`src/rtl/apb_dec_pkg.sv`:
```
// Shared types and constants for the APB slave-select decoder and its watchdog.
package apb_dec_pkg;

    localparam int APB_DW = 32;

    typedef enum logic [1:0] {
        IDLE,
        SETUP,
        ACCESS,
        ABORT
    } apb_dec_state_e;

    typedef enum logic [1:0] {
        ERR_NONE     = 2'b00,
        ERR_UNMAPPED = 2'b01,
        ERR_TIMEOUT  = 2'b10
    } apb_dec_err_e;

endpackage

```
`src/rtl/apb_dec_wdog_ctr.sv`:
```
// Saturating access-phase wait counter; expire flags a stall cycle reaching the limit.
module apb_dec_wdog_ctr
    import apb_dec_pkg::*;
#(
    parameter int TIMEOUT_CYCLES = 255
) (
    input  logic clk,
    input  logic rst,
    input  logic inc,
    input  logic clr,
    output logic expire
);

    // A limit of 0 disables the watchdog; keep a 1-bit counter so the logic stays legal.
    localparam int CW = (TIMEOUT_CYCLES > 0) ? $clog2(TIMEOUT_CYCLES + 1) : 1;
    localparam logic [CW-1:0] TMO_VAL = CW'(TIMEOUT_CYCLES);

    logic [CW-1:0] cnt_q, cnt_d;

    always_comb begin
        cnt_d = cnt_q;
        if (clr) begin
            cnt_d = '0;
        end else if (inc && (cnt_q != '1)) begin
            cnt_d = cnt_q + CW'(1);
        end
    end

    always_ff @(posedge clk or posedge rst) begin
        if (rst) begin
            cnt_q <= '0;
        end else begin
            cnt_q <= cnt_d;
        end
    end

    assign expire = (TIMEOUT_CYCLES != 0) && inc && (cnt_q == TMO_VAL);

endmodule

```
`src/rtl/apb_slave_mux_tmo.sv`:
```
// APB slave-select decoder and response mux with unmapped-slot errors and an access watchdog.
// Optional error log (ERR_ADDR/ERR_TYPE/ERR_CNT) is built when APB_DEC_ERR_LOG_EN is defined.
module apb_slave_mux_tmo
    import apb_dec_pkg::*;
#(
    parameter int                    NUM_SLAVES     = 6,
    parameter int                    ADDR_SEL_W     = 4,
    parameter logic [NUM_SLAVES-1:0] SLV_EN_MASK    = {NUM_SLAVES{1'b1}},
    parameter int                    TIMEOUT_CYCLES = 255
) (
    input  logic                         PCLK,
    input  logic                         PRESET,
    input  logic                         PSEL,
    input  logic                         PENABLE,
    input  logic [ADDR_SEL_W-1:0]        PADDR,
    output logic [NUM_SLAVES-1:0]        PSEL_S,
    input  logic [NUM_SLAVES*APB_DW-1:0] PRDATA_S,
    input  logic [NUM_SLAVES-1:0]        PREADY_S,
    input  logic [NUM_SLAVES-1:0]        PSLVERR_S,
    output logic [APB_DW-1:0]            PRDATA,
    output logic                         PREADY,
    output logic                         PSLVERR,
    output logic                         TIMEOUT_IRQ,
`ifdef APB_DEC_ERR_LOG_EN
    output logic [ADDR_SEL_W-1:0]        ERR_ADDR,
    output logic [1:0]                   ERR_TYPE,
    output logic [7:0]                   ERR_CNT,
`endif
    input  logic                         TIMEOUT_CLR
);

    apb_dec_state_e state_q, state_d;
    logic irq_q, irq_d;

    logic [NUM_SLAVES-1:0] hit;
    logic [APB_DW-1:0]     slv_rdata;
    logic                  slv_rdy;
    logic                  slv_err;
    logic                  valid;
    logic                  acc;
    logic                  stall;
    logic                  expire;

    always_comb begin
        hit       = '0;
        slv_rdata = '0;
        slv_rdy   = 1'b0;
        slv_err   = 1'b0;
        for (int i = 0; i < NUM_SLAVES; i++) begin
            if (PADDR == ADDR_SEL_W'(i)) begin
                hit[i]    = SLV_EN_MASK[i];
                slv_rdata = PRDATA_S[APB_DW*i +: APB_DW];
                slv_rdy   = PREADY_S[i];
                slv_err   = PSLVERR_S[i];
            end
        end
    end

    // Reset gates the combinational path too, so the bridge sees an idle bus while PRESET is high.
    assign valid  = |hit;
    assign acc    = PSEL & PENABLE & ~PRESET & (state_q != ABORT);
    assign stall  = acc & valid & ~slv_rdy;
    assign PSEL_S = (PSEL & ~PRESET & (state_q != ABORT)) ? hit : '0;

    apb_dec_wdog_ctr #(
        .TIMEOUT_CYCLES(TIMEOUT_CYCLES)
    ) u_wdog (
        .clk   (PCLK),
        .rst   (PRESET),
        .inc   (stall),
        .clr   (~stall),
        .expire(expire)
    );

    always_comb begin
        PREADY  = 1'b1;
        PSLVERR = 1'b0;
        PRDATA  = '0;
        if (acc) begin
            if (!valid || expire) begin
                PSLVERR = 1'b1;
            end else begin
                PRDATA  = slv_rdata;
                PREADY  = slv_rdy;
                PSLVERR = slv_err;
            end
        end
    end

    always_comb begin
        state_d = state_q;
        if (!PSEL) begin
            state_d = IDLE;
        end else if (expire) begin
            state_d = ABORT;
        end else begin
            case (state_q)
                IDLE:    if (!PENABLE) state_d = SETUP;
                SETUP:   if (PENABLE) state_d = PREADY ? IDLE : ACCESS;
                ACCESS:  if (PREADY || !PENABLE) state_d = IDLE;
                ABORT:   state_d = IDLE;
                default: state_d = IDLE;
            endcase
        end
    end

    // A fresh expiry outranks a clear arriving in the same cycle.
    always_comb begin
        irq_d = irq_q;
        if (expire) begin
            irq_d = 1'b1;
        end else if (TIMEOUT_CLR) begin
            irq_d = 1'b0;
        end
    end

    always_ff @(posedge PCLK or posedge PRESET) begin
        if (PRESET) begin
            state_q <= IDLE;
            irq_q   <= 1'b0;
        end else begin
            state_q <= state_d;
            irq_q   <= irq_d;
        end
    end

    assign TIMEOUT_IRQ = irq_q;

`ifdef APB_DEC_ERR_LOG_EN
    logic [ADDR_SEL_W-1:0] err_addr_q, err_addr_d;
    apb_dec_err_e          err_type_q, err_type_d;
    logic [7:0]            err_cnt_q, err_cnt_d;
    logic                  unmapped;

    assign unmapped = acc & ~valid;

    always_comb begin
        err_addr_d = err_addr_q;
        err_type_d = err_type_q;
        err_cnt_d  = err_cnt_q;
        if (unmapped || expire) begin
            err_addr_d = PADDR;
            err_type_d = expire ? ERR_TIMEOUT : ERR_UNMAPPED;
            err_cnt_d  = (err_cnt_q == 8'hFF) ? err_cnt_q : err_cnt_q + 8'd1;
        end else if (TIMEOUT_CLR) begin
            err_addr_d = '0;
            err_type_d = ERR_NONE;
            err_cnt_d  = '0;
        end
    end

    always_ff @(posedge PCLK or posedge PRESET) begin
        if (PRESET) begin
            err_addr_q <= '0;
            err_type_q <= ERR_NONE;
            err_cnt_q  <= '0;
        end else begin
            err_addr_q <= err_addr_d;
            err_type_q <= err_type_d;
            err_cnt_q  <= err_cnt_d;
        end
    end

    assign ERR_ADDR = err_addr_q;
    assign ERR_TYPE = err_type_q;
    assign ERR_CNT  = err_cnt_q;
`endif

endmodule

```
`config.mk`:
```
export PLATFORM = sky130hd
export DESIGN_NAME = apb_slave_mux_tmo
export DESIGN_NICKNAME = d
export VERILOG_FILES = /design/src/rtl/apb_dec_pkg.sv /design/src/rtl/apb_dec_wdog_ctr.sv /design/src/rtl/apb_slave_mux_tmo.sv
export SDC_FILE = /design/constraint.sdc
export NUM_CORES = 1
export LEC_CHECK = 0
export ABC_AREA = 1
export CORE_AREA = 2 2 98 100
export DETAILED_ROUTE_END_ITERATION = 10
export DIE_AREA = 0 0 100 102
export PLACE_DENSITY = 0.79
export SLEW_MARGIN = 10
export SYNTH_ARGS = -nofsm -noshare
export SYNTH_HDL_FRONTEND = slang
export SYNTH_SLANG_ARGS = --single-unit
```
`constraint.sdc`:
```
create_clock -name PCLK -period 4 [get_ports PCLK]
set_input_delay 1.2 -clock PCLK [delete_from_list [all_inputs] [get_ports PCLK]]
set_output_delay 1.2 -clock PCLK [all_outputs]
set_load 0.05 [all_outputs]
```
======== After elaboration in Yosys (flattened, before gate mapping) ========
Index checks and enable logic that the tools add are counted.
storage, ports and cells
  register bits ........................... 11
  bits of input ports ..................... 213
  output and inout port bits .............. 41
operators by class
  $add $sub $neg .......................... 1
  equality and inequality tests ........... 15
  muxes and demuxes ....................... 42
  bitwise gates (word level) .............. 9
  reduce and logical (&&, ||, !) cells .... 11
operators with widths
  kind                   number
  $mux W32               8
  $mux W1                24
  $mux W8                2
  $mux W2                6
  $ne A4 B4 Y1 const B   3
  $add A8 B1 Y8 const B  1
  $eq A4 B2 Y1 const B   2
  $eq A4 B3 Y1 const B   2
  $eq A8 B8 Y1 const B   1
  $ne A8 B8 Y1 const B   1
  $pmux W2 S4            1
  $and A1 B1 Y1          7
  $mux W6                1
  $reduce_or A6 Y1       1
  $eq A2 B2 Y1 const B   2
  $eq A4 B1 Y1 const B   1
  $logic_not A4 Y1       1
  $ne A2 B2 Y1 const B   2
  $reduce_and A3 Y1      1
  $eq A2 B1 Y1 const B   1
  $logic_and A1 B1 Y1    2
  $logic_not A1 Y1       2
  $logic_not A2 Y1       1
  $logic_or A1 B1 Y1     2
  other kinds (2)        3

======== Logic depth before layout (Yosys ltp) ========
Gate-level depths: netlist of the first run.
  word-level depth ........................ 18
  depth in mapped cells ................... 11
  mapped depth without buffers ............ 10

======== Modules after synthesis ========
From an unflattened synthesis of the first run, not the netlist that was laid out.
second synthesis, totals
  cell total of the unflattened synthesis .. 446
  area, all modules ....................... 2791.4 um^2
modules (own cells, without submodules)
  module             instances  cells each  area an instance (um^2)  sequential area each (um^2)
  apb_slave_mux_tmo  1          379         2287.2                   75.1
  apb_dec_wdog_ctr   1          67          504.2                    200.2

======== Worst setup path before layout of the first run ========
Ideal clock, no wire load.
  path kind ............................... input port to output port
  start ................................... input PRESET
  end ..................................... output PRDATA[22]
  data arrival time ....................... 2.946 ns
  required time ........................... 2.800 ns
  path slack .............................. -0.146 ns
  stages on the path ...................... 6
  path through ............................ inv_1 -> nand4_1 -> inv_1 -> clkbuf_1 -> o211ai_1 -> nor2_1
between the ends
  cells in the longest elaborated chain, start to end .. 9
ends and longest elaborated chain
  element                       line                     text
  start, declared               apb_slave_mux_tmo.sv:12  input logic PRESET,
  $not A1 Y1 *                  apb_slave_mux_tmo.sv:61  assign acc = PSEL & PENABLE & ~PRESET & (state_q != ABORT);
  $and A1 B1 Y1 * (2 in a row)  apb_slave_mux_tmo.sv:61
  $and A1 B1 Y1 (2 in a row)    apb_slave_mux_tmo.sv:62  assign stall = acc & valid & ~slv_rdy;
  $logic_and A1 B1 Y1           apb_dec_wdog_ctr.sv:37   assign expire = (TIMEOUT_CYCLES != 0) && inc && (cnt_q == TMO_VAL);
  $logic_or A1 B1 Y1            apb_slave_mux_tmo.sv:80  if (!valid || expire) begin
  $mux W32                      apb_slave_mux_tmo.sv:80
  $mux W32 *                    apb_slave_mux_tmo.sv:79  if (acc) begin
  end, declared                 apb_slave_mux_tmo.sv:20  output logic [APB_DW-1:0] PRDATA,
Mark *: on every way between the ends. The rest lies on a longest branch, timed or not.

======== Worst setup path after layout of the first run ========
  start ................................... input PADDR[3]
  end ..................................... output PRDATA[6]
between the ends
  cells in the longest elaborated chain, start to end .. 13
ends and longest elaborated chain
  element               line                     text
  start, declared       apb_slave_mux_tmo.sv:15  input logic [ADDR_SEL_W-1:0] PADDR,
  $logic_not A4 Y1      apb_slave_mux_tmo.sv:50  if (PADDR == ADDR_SEL_W'(i)) begin
  $mux W1 (6 in a row)  apb_slave_mux_tmo.sv:50
  $not A1 Y1            apb_slave_mux_tmo.sv:62
  $and A1 B1 Y1         apb_slave_mux_tmo.sv:62
  $logic_and A1 B1 Y1   apb_dec_wdog_ctr.sv:37
  $logic_or A1 B1 Y1    apb_slave_mux_tmo.sv:80
  $mux W32 *            apb_slave_mux_tmo.sv:80
  $mux W32 *            apb_slave_mux_tmo.sv:79
Marks and branches as above.

==> impl_metrics.toml, run 1 <==
[routing]
drc_errors = 0
drt-initial-drc-count = 232
ant_nets = 0
route.detailed.wl_per_inst_microns = 20.75
firstDrtPassIters = 5
vias = 4891
wirelength_microns = 17560
via_per_inst = 5.781

[finish]
drive_gt1_share_pct = 27.21
nNetsFinal = 950
regArea_sq_um = 275.3
area.growth.synth_to_final_pct = 166.7
fillCellCount = 647
postLayoutCoreUtil_pct = 74.23
n_antenna_cell = 0
fin_cells = 846
finalInstanceArea_sq_um = 6761
multi_input_area_sq_um = 2437

[floorplan]
die_y_microns = 102
start_util_pct = 27.83
dieArea_sq_um = 10200
die_x_microns = 100
core_sq_um = 9109
io_pins = 254
rows = 35

[critical_path]
start_kind = "input pin"
max_stage_delay_ns = 0.22
r2r_cells = 11
worstPathMaxFanout = 8
crit_required_ns = 2.80
path_buf_inv = 5
slowest_stage = "nor2_4"
path_class = "in2out"
crit_arrival_ns = 2.78
end_kind = "output pin"
r2r-end = "state_q[0]$_DFFE_PP0P_"
crit_path_cell_trace = "clkbuf_2, nor2_4, buf_6, nand3_2, nand3_2, nor2_2, nand4_1, nand2_2, buf_6, buf_16, nor2_4, buf_12"
reg2reg_slack_ns = 1.76
critPathTopFamily = "simple AND/OR/NAND/NOR gates"
r2r_start = "u_wdog.cnt_q[0]$_DFFE_PP0P_"

[clock_tree]
cts-buffers-inserted = 3
cts_tree = "done"
cts_root_buf = "clkbuf_8"
clk_path_buf_depth = 2
cts.reportedPaths.clkPinSlew_ns = 0.06
numClockSinks = 11
clock_latency_ns = 0.25
htreeDepth = 1

[timing]
fin_worst_skew_ns = 0.007128
hold_violations = 0
fin_setup_tns_ns = 0
hold_slack_ns = 0.5895
slew_headroom_pct = 67.15
slew_violations = 0
rsz0062_at_grt = "yes"
fmax_ghz = 0.2511
finalCriticalPeriod_ns = 3.983
setup_viol = 0
tightest_slew_ns = 0.4912
period_share_pct = 99.58
setup_slack_ns = 0.01687

[synthesis]
synthXorXnorAreaFrac_pct = 2.073
synth_top_family_by_area = "simple AND/OR/NAND/NOR gates"
yosys.area.top_type_share_pct = 28.63
yosys-top-cells-count = "nand3_1, o211ai_1, nand2_1, nor2_1, o21ai_1"
synthArstFlopShare_pct = 100.0
synthAdderAreaFrac_pct = 0.4936
synth_area_leaders = "nand3_1, o211ai_1, dfrtp_1, nand2_1, nor2_1"
post-synth-top-count-cell = "nand3_1"
synthMuxAreaShare_pct = 0
postSynthAreaPerCell_sq_um = 5.633
synth_area_leader_cell = "nand3_1"
synth-simple-area-share_pct = 49.41
synth_ff_type = "dfrtp_1"
ys_types = 24
ys_seq_area_share_pct = 10.86
synthesis.area_sq_um = 2535
synth_edf_count = 0
syn-instance-count = 450
synth-compound-area-share_pct = 27.15
ys_ff_latch = 11
synth_fp_nets = 664
yosysWarnings = 0

[outcome]
status = "finished, final reports clean"

[power]
clkPwrFrac_pct = 15.8
max-vdd-ir-drop_uv = 101.1
p_per_area_nw_per_um2 = 113.4
finalPower_mw = 0.7670
p_leak_nw = 2.643
total_switching_power_mw = 0.2788
cell_internal_pwr_mw = 0.4882
pwr-share-comb_pct = 69.4
sequentialPowerShare_pct = 14.8
swShare_pct = 36.35

[global_route]
antenna_found_initial = 0
grt_overflow = 0
grtUsageMet2_pct = 57.12
grt_most_used_layer = "met2"
globalRouteTotalUtil_pct = 32.10
grt_pass1_wl_microns = 25710
met1_usage_pct = 38.58
grt_pass1_vias = 4976
grt_max_degree = 33
use_met3_pct = 5.951

[placement]
gp_congestion = 0.9142
dp_slack_ns = -0.2991
placed_cells = 817
dpl_cell_area_sq_um = 5926
dp_hpwl_microns = 11460
io_buffers = 253

[worst_hold_path]
worstHoldPathCells = 3
worstHoldEndpoint = "state_q[1]$_DFFE_PP0P_"
hold_start = "state_q[0]$_DFFE_PP0P_"
hp-class = "reg2reg"

[flow_run]
cap_violations = 0
## cell usage in the layout (no fill, tap or decap), types with 5 or more instances in the layout
cell type / synthesis / layout
inv_1: 15 / 11
nand2_1: 54 / 49
nand3_1: 145 / 127
nor2_1: 48 / 13
nand3_2: 0 / 16
a21oi_1: 7 / 6
clkdlybuf4s50_1: 0 / 202
buf_4: 0 / 40
buf_12: 0 / 54
o21ai_1: 32 / 25
buf_6: 0 / 13
o21ai_2: 0 / 7
inv_2: 4 / 7
o211ai_1: 65 / 65
nand4_1: 8 / 8
nor2_4: 4 / 39
dfrtp_1: 11 / 11
xor2_1: 5 / 5
## worst max-delay path by stage
stage | startpoint | end | slack, ns | depth (start not counted)
finish | PADDR[3] | PRDATA[6] | 0.02 | 12
global route | PRESET | PSLVERR | -0.05 | 12
CTS | PREADY_S[0] | PSLVERR | 0.01 | 12
detailed placement | PADDR[2] | PRDATA[1] | -0.30 | 11
global placement | PADDR[1] | PRDATA[14] | -0.27 | 9
floorplan | PRESET | PRDATA[26] | -0.15 | 6
## registers in the layout, indices dropped and copies added (netlist names)
name	cells
u_wdog.cnt_q	8
state_q	2
TIMEOUT_IRQ	1
## kinds of logic after synthesis
logic type,Yosys count
DFF,11
and+or+nand+nor,264
AOI/OAI and AO/OA,105
adders and majority gates,1
buffers and inverters,63
xor gates and xnor gates,6
## repair_timing
action                     CTS  global route
buffers inserted            17             2
hold endpoints to repair     0             0
cloned                       6             1
setup endpoints to repair   36            33
pin swaps                   11            38
hold buffers                 0             0
gates resized for setup    101            46
## power groups by stage
stage / combinational (mW) / sequential, mW / clock (mW)
after detailed placement: 0.438 / 0.116 / 0
after CTS: 0.504 / 0.114 / 0.118
final: 0.532 / 0.114 / 0.121
after global routing: 0.558 / 0.114 / 0.125
after global placement: 0.430 / 0.115 / 0
after floorplan: 0.136 / 0.115 / 0
## cell type report
class	instances	share of cell area, %
repair buffers	324	56.00
flip-flops and latches	11	4.071
well taps	111	2.054
inverters	20	1.147
clock inverters	1	0.07402
clock buffers	3	0.6107
multi-input cells	376	36.05
## routing by layer
layer	vias to the layer above	part of all wire [%]
li1	2205	-
met1	2325	38
met2	293	50
met3	68	7.7
met4	0	4.2
met5	-	0
## worst reg2reg max path, delay by kind of cell, from the launching register on
| family | cells | cell delay [ns] |
|---|---|---|
| fa+ha+maj | 1 | 0.25 |
| flops | 1 | 0.44 |
| buf+inv | 3 | 0.45 |
| simple gates | 7 | 1.01 |
Note: power is estimated with default switching activity, not from simulation.
==> inputs of run 2 (changes only) <==
--- a/config.mk
+++ b/config.mk
@@ -6,11 +6,11 @@
 export NUM_CORES = 1
 export LEC_CHECK = 0
 export ABC_AREA = 1
-export CORE_AREA = 2 2 98 100
+export CORE_MARGIN = 4
+export CORE_UTILIZATION = 32
 export DETAILED_ROUTE_END_ITERATION = 10
-export DIE_AREA = 0 0 100 102
-export PLACE_DENSITY = 0.79
-export SLEW_MARGIN = 10
+export PLACE_DENSITY = 0.85
 export SYNTH_ARGS = -nofsm -noshare
 export SYNTH_HDL_FRONTEND = slang
+export SYNTH_HIERARCHICAL = 1
 export SYNTH_SLANG_ARGS = --single-unit
==> run 2 against run 1 <==
The flow now finishes with violations (negative setup slack). Worst setup slack lost 0.27 ns. Critical path type unchanged. Clock-buffer cell count is 1 higher. Total power is 5.7% lower. Critical endpoint is now PRDATA[16]. Register-to-register slack better by 0.06 ns.
==> impl_metrics.toml, run 2 <==
[power]
p_per_area_nw_per_um2 = 100.6
max-vdd-ir-drop_uv = 203.8
p_leak_nw = 2.478

[critical_path]
start_kind = "input pin"
path_class = "in2out"
crit_path_cell_trace = "buf_6, buf_4, nor2_4, nand3_2, nand3_2, nor2_2, and3_4, inv_4, nor2_4, nor2_4, buf_12, buf_12, o21ai_4, a41oi_4, buf_12"
crit_required_ns = 2.80
worstPathMaxFanout = 5
critPathTopFamily = "buffers and inverters"
path_buf_inv = 6
max_stage_delay_ns = 0.23
end_kind = "output pin"
crit_arrival_ns = 3.06
crit_path_start = "PADDR[0]"
r2r_start = "state_q[1]$_DFFE_PP0P_"
slowest_stage = "a41oi_4"

[finish]
n_antenna_cell = 0
fillCellCount = 401
layout_common_cells = "clkdlybuf4s50_1, nand3_1, nand2_1, buf_4, buf_12"
finalInstanceArea_sq_um = 7187
top_register = "u_wdog/cnt_q"
layout_commonest_cell = "clkdlybuf4s50_1"
postLayoutCoreUtil_pct = 86.17
nNetsFinal = 939
area.growth.synth_to_final_pct = 157.5
drive_gt1_share_pct = 30.66
largest_reg_flops = 8
fin_cells = 829

[synthesis]
synthArstFlopShare_pct = 100.0
ys_ff_latch = 11
yosys-top-cells-count = "nand3_1, nand2_1, o21ai_1, nand4_1, buf_2"
synthesis.area_sq_um = 2791
synth_edf_count = 0
post-synth-top-count-cell = "nand3_1"
yosysWarnings = 6
postSynthAreaPerCell_sq_um = 6.259
synth_area_leader_cell = "nand3_1"
synth_ff_type = "dfrtp_1"
yosys.area.top_type_share_pct = 20.98
ys_types = 35
ys_seq_area_share_pct = 9.861
synth_fp_nets = 660
synth_area_leaders = "nand3_1, a41oi_2, dfrtp_1, o21ai_1, nand2_1"
syn-instance-count = 446

[timing]
fin_worst_skew_ns = 0.004130
rsz0062_at_grt = "yes"
hold_violations = 0
setup_slack_ns = -0.2567
period_share_pct = 106.4
setup_viol = 34
fin_setup_tns_ns = -7.357
tightest_slew_ns = 0.5301
slew_violations = 0
finalCriticalPeriod_ns = 4.257
slew_headroom_pct = 64.66
fmax_ghz = 0.2349

[clock_tree]
cts_tree = "done"
htreeDepth = 1
clock_latency_ns = 0.25
cts-buffers-inserted = 3
cts.reportedPaths.clkPinSlew_ns = 0.05
numClockSinks = 11
hold_buffers = 0
cts_root_buf = "clkbuf_8"
clk_path_buf_depth = 2

[global_route]
grt_pass1_wl_microns = 28350
antenna_found_initial = 0
grt_overflow = 0
grt_max_degree = 50
globalRouteTotalUtil_pct = 35.09
grt_pass1_vias = 5246

[flow_run]
cap_violations = 0

[worst_hold_path]
hold_start = "TIMEOUT_IRQ$_DFFE_PP0P_"
hp-class = "reg2reg"

[routing]
route.detailed.wl_per_inst_microns = 24.06
wirelength_microns = 19940
drt-initial-drc-count = 377
firstDrtPassIters = 5
drc_errors = 0
via_per_inst = 6.115
ant_nets = 0
vias = 5069

[floorplan]
start_util_pct = 33.47
die_x_microns = 101.4
io_pins = 254
die_y_microns = 101.4
dieArea_sq_um = 10280
rows = 33
core_sq_um = 8341

[placement]
placed_cells = 803
dp_slack_ns = -0.6005
dpl_cell_area_sq_um = 6504
dp_hpwl_microns = 12920
io_buffers = 253
gp_congestion = 0.9178

[outcome]
status = "finished, violations left"
violations = "negative setup slack"
run 2: what timing repair did:
action	CTS	global route
gates cloned	4	0
setup endpoints to repair	38	34
endpoints found under the hold margin	0	0
resized for setup	97	19
pin swaps	21	10
setup buffers	15	7
run 2: power breakdown:
group,leakage (nW),internal (mW),total [mW],switching [mW]
Combinational,2.30,0.273,0.492,0.218
Clock,0.0228,0.0704,0.118,0.0474
Sequential,0.153,0.112,0.113,0.00109
run 2: path summary, 6_finish.rpt:
check / end / slack (ns) / depth (start not counted)
setup / recovery: PRDATA[16] / -0.26 / 15
hold / removal: TIMEOUT_IRQ$_DFFE_PP0P_ / 0.55 / 2
setup reg to reg: state_q[0]$_DFFE_PP0P_ / 1.82 / 13
hold reg to reg: TIMEOUT_IRQ$_DFFE_PP0P_ / 0.55 / 2
max in group asynchronous: u_wdog/cnt_q[3]$_DFFE_PP0P_ / 2.56 / 3
min in group asynchronous: state_q[0]$_DFFE_PP0P_ / 1.11 / 3
run 2: metal layers:
| layer | routed length [microns] | up-vias | track usage, % | part of all wire [%] |
|---|---|---|---|---|
| li1 | - | 2201 | - | - |
| met1 | 6606 | 2351 | 37.46 | 33 |
| met2 | 9873 | 395 | 64.29 | 50 |
| met3 | 2029 | 122 | 7.576 | 10 |
| met4 | 1434 | 0 | 18.20 | 7.2 |
| met5 | 0 | - | 0 | 0 |
run 2: tightest hold or removal path, cell delays in order (launching register included):
cell	delay, ns
dfrtp_1	0.38
inv_1	0.06
o21ai_0	0.07
run 2: through the flow:
step	hold WS, ns	total power, mW
after global placement	0.4839	0.5390
after detailed placement	0.5014	0.5474
after CTS	0.5142	0.6982
after global routing	0.5625	0.7487
final	0.5507	0.7230
after floorplan	0.4681	0.2699
run 2: layout make-up:
| cell class | instances | area (sq um) | share of cell area, % |
|---|---|---|---|
| Timing Repair Buffer | 318 | 3592 | 49.98 |
| Clock buffer | 4 | 45.04 | 0.6267 |
| Inverter | 25 | 107.6 | 1.497 |
| Sequential cell | 11 | 275.3 | 3.830 |
| Tap cell | 105 | 131.4 | 1.828 |
| Multi-Input combinational cell | 366 | 3035 | 42.24 |
run 2: logic make-up after synthesis:
family                   after synthesis  synth area share, %
buffers and inverters                 69                12.64
AO/OA/AOI/OAI                        103                28.46
flip-flops                            11                9.861
XOR/XNOR                               5                1.569
adder cells (fa/ha/maj)                1               0.4482
AND/OR/NAND/NOR                      257                47.02
==> inputs of run 3 (changes only) <==
--- a/config.mk
+++ b/config.mk
@@ -9,7 +9,7 @@
 export CORE_MARGIN = 4
 export CORE_UTILIZATION = 32
 export DETAILED_ROUTE_END_ITERATION = 10
-export PLACE_DENSITY = 0.85
+export PLACE_DENSITY = 0.83
 export SYNTH_ARGS = -nofsm -noshare
 export SYNTH_HDL_FRONTEND = slang
 export SYNTH_HIERARCHICAL = 1
==> run 3 against run 2 <==
Largest power group unchanged. The flow still finishes with violations (negative setup slack). Critical endpoint is now PRDATA[6]. Worst setup slack better by 0.024 ns. Global-route usage is 1.2 points lower. Cell count decreased by 0.36%. Critical path depth is 1 lower. Total power fell by 3.2%. First-iteration DRC count down 39%. Via count is 4.9% lower. Sequential share of layout area is 0.094 points higher. Non-clock buffer count fell by 3. Design area is 2.4% lower. Combinational power is 3% lower.
==> impl_metrics.toml, run 3 (synthesis results as in run 2) <==
[outcome]
status = "finished, violations left"
violations = "negative setup slack"

[critical_path]
end_kind = "output pin"
slowest_stage = "a41oi_4"
start_kind = "input pin"
path_class = "in2out"
worstPathMaxFanout = 6
crit_top_cell = "nor2_4"
path_buf_inv = 5
crit_cells = 14
r2r_cells = 10
crit_path_cell_trace = "buf_8, nor2_4, nand3_1, nand3_2, nor2_2, and3_4, inv_4, nor2_4, nor2_4, buf_4, buf_16, o21ai_1, a41oi_4, buf_12"
critPathTopFamily = "simple AND/OR/NAND/NOR gates"
crit_arrival_ns = 3.03
crit_required_ns = 2.80
max_stage_delay_ns = 0.23

[timing]
slew_violations = 0
tightest_slew_ns = 0.5320
setup_slack_ns = -0.2331
hold_slack_ns = 0.5357
finalCriticalPeriod_ns = 4.233
setup_viol = 33
slew_headroom_pct = 64.16
fmax_ghz = 0.2362
rsz0062_at_grt = "yes"
fin_worst_skew_ns = 0.003258
hold_violations = 0
period_share_pct = 105.8

[worst_hold_path]
worstHoldPathCells = 2
hp-class = "reg2reg"

[routing]
drt-initial-drc-count = 229
ant_nets = 0
drc_errors = 0
via_per_inst = 5.837
firstDrtPassIters = 5
route.detailed.wl_per_inst_microns = 22.23
vias = 4821
wirelength_microns = 18360

[global_route]
antenna_found_initial = 0
grt_pass1_wl_microns = 27520
grt_overflow = 0
grt_pass1_vias = 5031
globalRouteTotalUtil_pct = 33.93
grt_max_degree = 52

[clock_tree]
numClockSinks = 11
htreeDepth = 1
cts_root_buf = "clkbuf_8"
clk_path_buf_depth = 2
cts_tree = "done"
clock_latency_ns = 0.24
hold_buffers = 0
cts-buffers-inserted = 3
cts.reportedPaths.clkPinSlew_ns = 0.05

[finish]
n_antenna_cell = 0
layout_common_cells = "clkdlybuf4s50_1, nand3_1, nand2_1, buf_4, buf_12"
top_register = "u_wdog/cnt_q"
drive_gt1_share_pct = 29.13
nNetsFinal = 936
largest_reg_flops = 8
fin_cells = 826
area.growth.synth_to_final_pct = 151.3
layout_commonest_cell = "clkdlybuf4s50_1"

[placement]
gp_congestion = 0.9171
io_buffers = 253
placed_cells = 798
dp_slack_ns = -0.6887
dp_hpwl_microns = 13010

[floorplan]
io_pins = 254
die_y_microns = 101.4
core_sq_um = 8341
dieArea_sq_um = 10280
die_x_microns = 101.4
start_util_pct = 33.47
rows = 33

[power]
max-vdd-ir-drop_uv = 194.8
p_per_area_nw_per_um2 = 99.73
finalPower_mw = 0.6996
p_leak_nw = 2.440

[flow_run]
cap_violations = 0
[run 3: cell types whose count changed in the layout (fill, tap and decap cells not counted), moves of 3 or more]
cell	change
o21ai_4	-10
buf_12	-5
o21ai_2	+6
inv_1	+3
o21ai_0	+3
[run 3: final timing paths]
kind	from	end	slack, ns
worst max-delay path	PADDR[2]	PRDATA[6]	-0.23
worst min-delay path	u_wdog/cnt_q[1]$_DFFE_PP0P_	u_wdog/cnt_q[1]$_DFFE_PP0P_	0.54
worst max register to register	state_q[1]$_DFFE_PP0P_	state_q[0]$_DFFE_PP0P_	2.17
worst min register to register	u_wdog/cnt_q[1]$_DFFE_PP0P_	u_wdog/cnt_q[1]$_DFFE_PP0P_	0.54
max in group asynchronous	PRESET	u_wdog/cnt_q[2]$_DFFE_PP0P_	2.53
min in group asynchronous	PRESET	state_q[0]$_DFFE_PP0P_	1.13
[run 3: worst min-delay path, stage by stage (launching register included)]
cell	delay, ns
dfrtp_1	0.37
nand2_1	0.07
nand2_1	0.06
[run 3: metrics by stage]
step,instance area (sq um),TNS (ns),util (%)
after global routing,7015,-7.999,84.11
after CTS,6947,-5.018,83.29
after floorplan,3351,-3.113,-
after global placement,6454,-16.88,77.38
after detailed placement,6454,-20.26,77.38
final,7015,-5.477,84.11
[run 3: per-layer routing]
metal	GRT usage [%]	routed length (microns)	share of wire (%)	vias up
met4	14.11	913	5.0	0
met1	36.90	6294	34	2247
met5	0	0	0	-
met3	8.884	1925	10	67
met2	61.92	9227	50	309
li1	-	-	-	2198
[run 3: final cells by class]
cell class,count,area [sq um]
Tap cell,105,131.4
Multi-Input combinational cell,366,2925
Inverter,25,105.1
Fill cell,477,1325
Sequential cell,11,275.3
Timing Repair Buffer,315,3533
Clock buffer,4,45.04
[run 3: timing repair]
| action | CTS | global route |
|---|---|---|
| gates cloned | 4 | 0 |
| pin swaps | 15 | 8 |
| buffers inserted | 18 | 5 |
| gates resized for setup | 72 | 22 |
| setup endpoints to repair | 38 | 34 |
[run 3: power by group]
part | total, mW | leakage (nW) | internal [mW] | switching [mW]
clock network | 0.111 | 0.0228 | 0.0700 | 0.0415
logic | 0.475 | 2.26 | 0.268 | 0.207
registers | 0.114 | 0.153 | 0.112 | 0.00119
total | 0.700 | 2.44 | 0.450 | 0.250
